--- src/rtl/main_fifo_umbral.sv ---
// main_fifo_umbral
//   Main ingress FIFO of the D0/D1 packet path. Stores up to LENGTH words from
//   the source and feeds the VC demux stage. Main_pause is raised when the free
//   space drops to or below a programmable threshold latched on init. Overflow
//   (push while full with no pop) drops the word and sets a sticky error.
//
// Optional feature macro: MAIN_FIFO_FWFT_EN
//   defined   : first-word-fall-through. data_out shows the head word
//               combinationally, valid_out = !empty, pop consumes it.
//   undefined : registered read. data_out/valid_out update on the edge after
//               an accepted pop; valid_out pulses for one cycle per pop.
//
// Ports
//   clk          in   rising-edge clock
//   reset        in   synchronous, active-high reset
//   init         in   strobe: latch min(Umbral_MF, LENGTH-1) as threshold
//   Umbral_MF    in   [3:0] almost-full / almost-empty threshold
//   push         in   write request
//   data_in      in   [BITNUMBER-1:0] write data
//   pop          in   read request
//   data_out     out  [BITNUMBER-1:0] read data
//   valid_out    out  data_out holds a popped word
//   Main_pause   out  (LENGTH - count) <= threshold
//   almost_empty out  count <= threshold
//   full         out  count == LENGTH
//   empty        out  count == 0
//   error        out  sticky overflow flag, cleared only by reset
module main_fifo_umbral #(
  parameter int unsigned BITNUMBER = 6,
  parameter int unsigned LENGTH    = 4
) (
  input  logic                 clk,
  input  logic                 reset,
  input  logic                 init,
  input  logic [3:0]           Umbral_MF,
  input  logic                 push,
  input  logic [BITNUMBER-1:0] data_in,
  input  logic                 pop,
  output logic [BITNUMBER-1:0] data_out,
  output logic                 valid_out,
  output logic                 Main_pause,
  output logic                 almost_empty,
  output logic                 full,
  output logic                 empty,
  output logic                 error
);

  localparam int unsigned PtrW = $clog2(LENGTH);
  localparam int unsigned CntW = PtrW + 1;

  localparam logic [PtrW-1:0] PtrOne  = PtrW'(1);
  localparam logic [CntW-1:0] CntOne  = CntW'(1);
  localparam logic [CntW-1:0] CntFull = CntW'(LENGTH);

  // Largest threshold representable on the 4-bit input that is also <= LENGTH-1.
  localparam int unsigned ThrMaxInt = (LENGTH - 1 > 15) ? 15 : LENGTH - 1;
  localparam logic [3:0]  ThrMax    = 4'(ThrMaxInt);

  logic [BITNUMBER-1:0] r_mem [LENGTH];
  logic [PtrW-1:0]      r_wr_ptr;
  logic [PtrW-1:0]      r_rd_ptr;
  logic [CntW-1:0]      r_count;
  logic [3:0]           r_thr;
  logic                 r_error;

  logic                 w_full;
  logic                 w_empty;
  logic                 w_rd_en;
  logic                 w_wr_en;
  logic                 w_overflow;
  logic [3:0]           w_thr_clamped;
  logic [31:0]          w_free;
  logic [31:0]          w_count_ext;
  logic [31:0]          w_thr_ext;

  assign w_full  = (r_count == CntFull);
  assign w_empty = (r_count == '0);

  // A pop frees a slot in the same cycle, so push while full is accepted if
  // a pop is also accepted.
  assign w_rd_en    = pop && !w_empty;
  assign w_wr_en    = push && (!w_full || w_rd_en);
  assign w_overflow = push && w_full && !pop;

  assign w_thr_clamped = (Umbral_MF > ThrMax) ? ThrMax : Umbral_MF;

  // Memory is deliberately not reset; writes are suppressed while in reset.
  always_ff @(posedge clk) begin
    if (w_wr_en && !reset) begin
      r_mem[r_wr_ptr] <= data_in;
    end
  end

  always_ff @(posedge clk) begin
    if (reset) begin
      r_wr_ptr <= '0;
      r_rd_ptr <= '0;
      r_count  <= '0;
      r_thr    <= '0;
      r_error  <= 1'b0;
    end else begin
      if (w_wr_en) begin
        r_wr_ptr <= r_wr_ptr + PtrOne;
      end
      if (w_rd_en) begin
        r_rd_ptr <= r_rd_ptr + PtrOne;
      end
      unique case ({w_wr_en, w_rd_en})
        2'b10:   r_count <= r_count + CntOne;
        2'b01:   r_count <= r_count - CntOne;
        default: r_count <= r_count;
      endcase
      if (init) begin
        r_thr <= w_thr_clamped;
      end
      if (w_overflow) begin
        r_error <= 1'b1;
      end
    end
  end

  // Threshold compares done on 32-bit values so no width juggling is needed
  // for any LENGTH; count never exceeds LENGTH so the subtraction cannot wrap.
  assign w_count_ext = 32'(r_count);
  assign w_thr_ext   = 32'(r_thr);
  assign w_free      = LENGTH - w_count_ext;

  assign Main_pause   = (w_free <= w_thr_ext);
  assign almost_empty = (w_count_ext <= w_thr_ext);
  assign full         = w_full;
  assign empty        = w_empty;
  assign error        = r_error;

`ifdef MAIN_FIFO_FWFT_EN
  // Head word falls through; forced to zero when empty so stale memory never shows.
  assign data_out  = w_empty ? '0 : r_mem[r_rd_ptr];
  assign valid_out = !w_empty;
`else
  logic [BITNUMBER-1:0] r_data_out;
  logic                 r_valid_out;

  always_ff @(posedge clk) begin
    if (reset) begin
      r_data_out  <= '0;
      r_valid_out <= 1'b0;
    end else begin
      r_valid_out <= w_rd_en;
      if (w_rd_en) begin
        r_data_out <= r_mem[r_rd_ptr];
      end
    end
  end

  assign data_out  = r_data_out;
  assign valid_out = r_valid_out;
`endif

endmodule

--- config.mk ---
export PLATFORM = sky130hd
export DESIGN_NAME = main_fifo_umbral
export DESIGN_NICKNAME = d
export VERILOG_FILES = /design/src/rtl/main_fifo_umbral.sv
export SDC_FILE = /design/constraint.sdc
export NUM_CORES = 1
export LEC_CHECK = 0
export ABC_AREA = 1
export BUFFER_PORTS_ARGS = -buffer_cell sky130_fd_sc_hd__buf_4
export CORE_ASPECT_RATIO = 1.2
export CORE_MARGIN = 4
export CORE_UTILIZATION = 25
export DETAILED_ROUTE_END_ITERATION = 8
export PLACE_DENSITY = 0.5
export SYNTH_ARGS = -nofsm -noshare
export SYNTH_HDL_FRONTEND = slang
export SYNTH_SLANG_ARGS = --single-unit
--- constraint.sdc ---
create_clock -name clk -period 2.8 [get_ports clk]
set_input_delay 0.28 -clock clk [delete_from_list [all_inputs] [get_ports clk]]
set_output_delay 0.28 -clock clk [all_outputs]
set_load 0.01 [all_outputs]
# Word-level counts from Yosys, hierarchy flattened
# Memory sizes are Yosys's and may differ from the RTL's. A register that Yosys moved wholly into a read port is not among the register bits.
# Cells that the tools add are included.
# word_totals
output_inout_bits,12
regBits,13
wordCells,34
input_bits,15
ram_bits,24
memories,1
# memory_table
memory,words,word_bits,rd,rd_clocked_by_memory_dff,wr,line,source
r_mem,4,6,1,1,1,59,logic [BITNUMBER-1:0] r_mem [LENGTH];
# op_classes
n_addsub,5
eq_ne,3
n_lt_le_gt_ge,3
n_mux,4
reduce_logical,12
# op_table
operator,n
$le A32 B4 Y1,1
$pmux W3 S2,1
$logic_and A1 B1 Y1,5
$add A2 B1 Y2 const B,2
$gt A4 B2 Y1 const B,1
$le A3 B4 Y1,1
$logic_not A1 Y1,4
$mux W4,1
$sub A3 B3 Y4 const A,1
$add A3 B1 Y3 const B,1
$eq A3 B3 Y1 const B,1
$logic_not A3 Y1,1
$sub A3 B1 Y3 const B,1
$eq A2 B1 Y1 const B,1
$eq A2 B2 Y1 const B,1
$mux W1,2
$reduce_bool A2 Y1,1
$logic_or A1 B1 Y1,1

# Longest topological paths before layout
# Gate-level depths: netlist of the first run.
# logic_depth
ltp_word,8
depth_mapped,16
mapped_depth_nobuf,16

# Worst setup path before layout of the first run
# Ideal clock, no wire load.
# synth_path
kind,reg2reg
start,register r_count[0]
end,register r_count[2]
slack_ns,0.582
path_stages_with_launch,17
period_less_slack_ns,2.218
arrival_ns,2.105
setup_time_ns,0.113
n_path_buf,1
required_ns,2.687
path_cell_list,dfxtp_1 > inv_1 > ha_1 > ha_1 > inv_1 > nand2_4 > inv_2 > buf_6 > ha_1 > inv_1 > fa_1 > inv_1 > nand2_1 > nand3_1 > nand2_1 > nand2_1 > nor2_1
# synth_between
elab_chain_len,7
word_cells_on_any_way,13
classes_between,add/sub (2); eq/ne (3); mux (1); reduce/logical (7)
# synth_rtl
element,line,source
"start, declared",62,logic [CntW-1:0] r_count;
"start signal, assigned",109,2'b10: r_count <= r_count + CntOne;
"start signal, assigned",110,2'b01: r_count <= r_count - CntOne;
"start signal, assigned",111,default: r_count <= r_count;
$logic_not A3 Y1 *,77,assign w_empty = (r_count == '0);
net empty,44,"output logic empty,"
$logic_not A1 Y1 *,81,assign w_rd_en = pop && !w_empty;
$logic_and A1 B1 Y1 *,81,
net w_rd_en,68,logic w_rd_en;
$logic_or A1 B1 Y1,82,assign w_wr_en = push && (!w_full || w_rd_en);
$logic_and A1 B1 Y1,82,
$eq A2 B1 Y1 / $eq A2 B2 Y1 (equally long branches),108,"unique case ({w_wr_en, w_rd_en})"
$pmux W3 S2 / $reduce_bool A2 Y1 (equally long branches),n/a,
# Mark *: on every way through the listed nets, which the timed path passes. The rest lies on a longest branch.
# A chain may end at the register's enable or synchronous reset.

# Worst setup path in the final report of the first run
# layout_path
start,register r_count[1]
end,output port Main_pause
# layout_between
elab_chain_len,2
# layout_rtl
element,line,source
$sub A3 B3 Y4,126,assign w_free = LENGTH - w_count_ext;
$le A32 B4 Y1,128,assign Main_pause = (w_free <= w_thr_ext);
"end, declared",41,"output logic Main_pause,"
# Every way passes these cells.

==> results.py, run 1 <==
metrics = {
    "pwr": {
        "powerDensity_nw_per_um2": 842,
        "p_leak_uw": 0.00105,
        "power.share.switching_pct": 34.6,
        "vdd_drop_max_mv": 0.478,
        "switching_power_uw": 701,
        "clkPwrFrac_pct": 23.7,
        "p_total_uw": 2030,
        "p_comb_share_pct": 36.3,
        "intPower_uw": 1330,
        "seq_power_share_pct": 39.9,
    },
    "sta": {
        "whs_ps": 181,
        "final-setup-viol-count": 0,
        "clock.fmax_mhz": 445,
        "hold_violations": 0,
        "worstMarginPinSlew_ps": 457,
        "fin_tns_setup_ps": 0,
        "period_share_pct": 80.3,
        "maxSlewHeadroom_pct": 69.5,
        "fin_skew_ps": 4.22,
        "rsz0062_at_grt": "false",
        "final_max_slew_viol_count": 0,
        "min_period_ps": 2250,
    },
    "logic_synthesis": {
        "postSynthAreaPerCell_um2": 9.82,
        "yosysMostFrequentCell": "nand2_1",
        "syn_area_um2": 1990,
        "synth_ff_type": "edfxtp_1",
        "yosysTopAreaCell": "edfxtp_1",
        "synth_edf_count": 24,
        "seq_area_frac_synth_pct": 55.2,
        "synth_top_area_share_pct": 36.2,
        "synth_area_leaders": "edfxtp_1, dfxtp_1, ha_1",
        "synthCells": 203,
        "synthTopCellsByCount": "nand2_1, inv_1, edfxtp_1, dfxtp_1, nand3_1",
        "synth_nets": 233,
        "synth_warnings": 0,
        "synthArstFlopShare_pct": 0,
        "synth_cell_types": 26,
        "ys_ff_latch": 43,
    },
    "final_layout": {
        "final_area_um2": 2410,
        "drive_gt1_share_pct": 22.4,
        "fill_cells": 825,
        "antenna_cells": 0,
        "area_growth_syn_to_layout_pct": 20.8,
        "final_nets": 266,
    },
    "floorplanning": {
        "die-height_um": 106,
        "io_pins": 27,
        "start_util_pct": 25.9,
        "die_width_um": 89.5,
        "rows": 35,
        "dieArea_um2": 9470,
        "fp.coreArea_um2": 7710,
    },
    "clock_tree": {
        "cts_buffer_depth": 2,
        "cts-resized-gates": 0,
        "htreeDepth": 2,
        "cts_buffers": 5,
        "hold_buffers": 0,
        "clockRootBuffer": "clkbuf_8",
        "clk_pin_slew_ps": 80,
        "clk_latency_ps": 290,
        "numClockSinks": 43,
        "cts_post_setup_buffers_inserted": 0,
        "cts_tree": "done",
    },
    "worst_setup_path": {
        "crit_type": "reg -> out",
        "cp_max_fo": 4,
        "arrival_ps": 1970,
        "cp-end-kind": "primary output",
        "worstPathRequired_ps": 2520,
        "start_kind": "register",
    },
    "route": {
        "viasPerCell": 4.30,
        "met3_length_um": 142,
        "ant_nets": 0,
        "wl_met1_um": 1780,
        "vias": 1414,
        "drtPass1Iterations": 4,
        "wl_per_cell_um": 12.1,
        "drt_iter0_markers": 50,
        "drc_errors": 0,
        "wl_um": 3980,
        "dr.max_layer_used": "met4",
        "route.met2.wl_um": 1990,
    },
    "place": {
        "dp_hpwl_um": 2890,
        "place_area_um2": 2290,
        "routabilityCongestion": 0.768,
        "port-buffer-count": 26,
    },
    "global_route": {
        "grt_pass1_wl_um": 6450,
        "grt_max_degree": 15,
        "grt_pass1_vias": 1380,
        "antenna_found_initial": 0,
        "gr-total-overflow": 0,
        "track_usage_pct": 9.02,
    },
    "run_status": {
        "status": "completed",
    },
    "run": {
        "cap_violations": 0,
    },
    "worst_hold_path": {
        "min_path_type": "in -> reg",
    },
}
[per-layer routing]
layer  vias to the layer above  GRT usage (%)
li1                        730              -
met4                         0           3.19
met3                         7           2.89
met1                       658           10.1
met2                        19           15.6
met5                         -              0
[worst paths after layout]
path	slack (ps)	cells after the start	start	endpoint
setup / recovery	550	11	r_count[1]$_SDFFE_PP0P_	Main_pause
hold / removal	180	1	data_in[0]	r_mem[2][0]$_DFFE_PP_
setup reg to reg	560	11	r_count[1]$_SDFFE_PP0P_	r_count[1]$_SDFFE_PP0P_
hold reg to reg	480	2	r_thr[3]$_SDFFE_PP0P_	r_thr[3]$_SDFFE_PP0P_
[area by class of cell]
type / count / area [µm²] / area share (%)
Sequential cell: 43 / 1100 / 45.7
Multi-Input combinational cell: 126 / 737 / 30.6
Timing Repair Buffer: 31 / 233 / 9.67
Tap cell: 92 / 115 / 4.78
Inverter: 29 / 109 / 4.52
Clock buffer: 5 / 68.8 / 2.86
Clock inverter: 3 / 43.8 / 1.82
[critical path: stages, from the launching register on]
cell     delay [ps]
dfxtp_1         380
inv_1            90
ha_1            200
ha_1            280
inv_1            40
ha_1            260
nand2_1          40
inv_1            60
nand2_1          50
nand3_1          60
nand2_1          50
buf_4           140
[power groups by stage]
stage                     Combinational [µW]  Sequential (µW)  Clock [µW]
final                                    737              810         481
after global routing                     847              823         519
after CTS                                753              812         498
after detailed placement                 748              826           0
after global placement                   734              827           0
after floorplan                          510              812           0
[layout by cell type, fill, tap and decap left out, drive strengths merged]
cell and instances:
nor3 3, a21oi 10, inv 29, ha 14, nand2 45, nand3 18
clkbuf 5, a21boi 1, nand4 1, bufinv 1, edfxtp 24, clkinv 2
dfxtp 19, fa 1, nor2 16, a31oi 3, o21bai 1, buf 31
o21ai 13
[per-stage QoR]
stage | worst slack [ps] | utilization [%] | std cells
finish | 551 | 31.2 | 329
CTS | 520 | 31.2 | 329
floorplan | 582 | - | 203
global route | 232 | 31.2 | 329
global placement | 639 | 29.8 | 321
detailed placement | 577 | 29.8 | 321
[registers in the layout (all words and copies together), names as in the netlist]
name,flops
valid_out,1
r_wr_ptr,2
r_rd_ptr,2
r_count,3
data_out,6
error,1
r_mem,24
r_thr,4
[logic make-up after synthesis]
kind of cell	synth area share, %
compound gates	8.98
fa+ha+maj	9.79
buf+inv	7.78
flops	55.2
simple gates	18.2
Power figures use the tool's default switching activity.
==> inputs of run 2 (changes only) <==
- clock period: 2.8 -> 2.14 ns (I/O delays scaled with it)
==> run 2 against run 1 <==
Clock skew about the same. Critical path depth unchanged. Wire length is 1.1% higher. Register-to-register slack got worse by 390 ps. Clock power grew 4.6%. Utilization increased by 0.52 points.
==> results.py, run 2 (synthesis results as in run 1) <==
metrics = {
    "route": {
        "viasPerCell": 4.22,
        "wl_per_cell_um": 12.0,
        "drc_errors": 0,
        "ant_nets": 0,
        "drt_iter0_markers": 21,
        "vias": 1411,
        "drtPass1Iterations": 4,
        "wl_um": 4020,
    },
    "clock_tree": {
        "cts_buffer_depth": 2,
        "numClockSinks": 43,
        "clockRootBuffer": "clkbuf_8",
        "clk_latency_ps": 290,
        "clk_pin_slew_ps": 80,
        "cts_tree": "done",
        "htreeDepth": 2,
        "cts_buffers": 5,
    },
    "sta": {
        "rsz0062_at_grt": "true",
        "final-setup-viol-count": 0,
        "final_max_slew_viol_count": 0,
        "hold_violations": 0,
        "whs_ps": 118,
        "worstMarginPinSlew_ps": 322,
        "maxSlewHeadroom_pct": 78.5,
        "clock.fmax_mhz": 490,
        "layout_setup_ws_ps": 101,
        "min_period_ps": 2040,
        "fin_skew_ps": 4.40,
        "period_share_pct": 95.3,
    },
    "global_route": {
        "track_usage_pct": 9.37,
        "grt_pass1_vias": 1460,
        "antenna_found_initial": 0,
        "grt_max_degree": 15,
        "grt_pass1_wl_um": 6670,
        "gr-total-overflow": 0,
    },
    "worst_setup_path": {
        "arrival_ps": 1830,
        "start_kind": "register",
        "reg2reg_to": "r_count[2]$_SDFFE_PP0P_",
        "worstPathRequired_ps": 1930,
        "cp_max_fo": 5,
        "critPathCapture": "Main_pause",
        "crit_type": "reg -> out",
        "rr_worst_depth": 14,
        "timing.rr.start": "r_count[0]$_SDFFE_PP0P_",
        "max_stage_delay_ps": 360,
        "ff2ff_setup_slack_ps": 170,
        "startpoint": "r_count[0]$_SDFFE_PP0P_",
        "crit_path_cell_trace": "inv_4 > ha_4 > ha_4 > inv_1 > ha_1 > nand2_1 > inv_2 > nand2_1 > nand3_1 > nand2_1 > buf_4",
        "slowest_stage": "dfxtp_2",
        "cp-end-kind": "primary output",
        "crit_path_frequent_cell": "nand2_1",
    },
    "final_layout": {
        "drive_gt1_share_pct": 26.9,
        "area_growth_syn_to_layout_pct": 22.8,
        "regMostFlops": "r_mem",
        "largest_reg_flops": 24,
        "final_util_pct": 31.8,
        "antenna_cells": 0,
        "final_nets": 271,
        "layout_common_cells": "nand2_1, buf_4, edfxtp_1",
        "layout_commonest_cell": "nand2_1",
    },
    "pwr": {
        "powerDensity_nw_per_um2": 1080,
        "p_total_uw": 2640,
        "vdd_drop_max_mv": 0.546,
        "p_leak_uw": 0.00105,
    },
    "floorplanning": {
        "die-height_um": 106,
        "die_width_um": 89.5,
        "fp.coreArea_um2": 7710,
        "start_util_pct": 25.9,
        "dieArea_um2": 9470,
        "io_pins": 27,
        "rows": 35,
    },
    "run": {
        "cap_violations": 0,
    },
    "place": {
        "routabilityCongestion": 0.795,
        "dp_hpwl_um": 2930,
        "port-buffer-count": 26,
        "place_ws_ps": 76.2,
    },
    "worst_hold_path": {
        "min_path_type": "in -> reg",
    },
    "run_status": {
        "status": "completed",
    },
}
run 2: cell count changes in the layout (fill, tap and decap cells not counted), moves of 2 or more:
cell,before,now
buf_4,31,36
inv_1,27,23
inv_2,2,5
dfxtp_1,19,17
dfxtp_2,0,2
ha_1,14,12
ha_4,0,2
run 2: through the flow:
stage	instances	cell area (µm²)	TNS, ps
after floorplan	203	2000	0
after global placement	325	2330	0
after detailed placement	325	2330	0
after CTS	334	2430	0
after global routing	334	2450	-22.8
final	334	2450	0
run 2: worst min path at each step:
stage                from                  endpoint  depth (start not counted)
6_report       data_in[2]     r_mem[0][2]$_DFFE_PP_                          1
2_1_floorplan       reset  r_rd_ptr[0]$_SDFFE_PP0P_                          1
3_3_place_gp   data_in[0]     r_mem[1][0]$_DFFE_PP_                          1
3_5_place_dp   data_in[5]     r_mem[2][5]$_DFFE_PP_                          1
5_1_grt        data_in[3]     r_mem[2][3]$_DFFE_PP_                          1
4_1_cts        data_in[2]     r_mem[3][2]$_DFFE_PP_                          1
run 2: what timing repair did:
action	4_1_cts	5_1_grt
buffers inserted	1	0
gates resized for setup	4	4
endpoints found under the setup margin	1	2
hold buffers	0	0
endpoints found under the hold margin	0	0
gates cloned	0	0
pin swaps	0	1
run 2: layer usage:
metal / GRT usage, % / wire length, µm / vias up
met2: 16.1 / 2060 / 18
met1: 10.7 / 1760 / 646
met4: 3.51 / 63 / 0
li1: - / - / 741
met5: 0 / 0 / -
met3: 2.81 / 129 / 6
run 2: cell type report:
type,instances,area [µm²]
clock inverter,2,12.5
inverter,29,111
fill,828,5260
sequential,43,1100
timing repair buffer,36,270
tap,92,115
clock buffer,6,72.6
multi-input combinational,126,762
run 2: where the power goes:
part           switching, µW  leakage (µW)  internal, µW
Combinational            600      0.000639           485
Clock                    275     0.0000412           228
Sequential              69.5      0.000375           979
Total                    944       0.00105          1690
run 2: worst max-delay path, delay by kind of cell (launching register included):
| kind | cells | cell delay (ps) |
|---|---|---|
| buf+inv | 4 | 240 |
| flops | 1 | 360 |
| fa+ha+maj | 3 | 690 |
| simple gates | 4 | 250 |
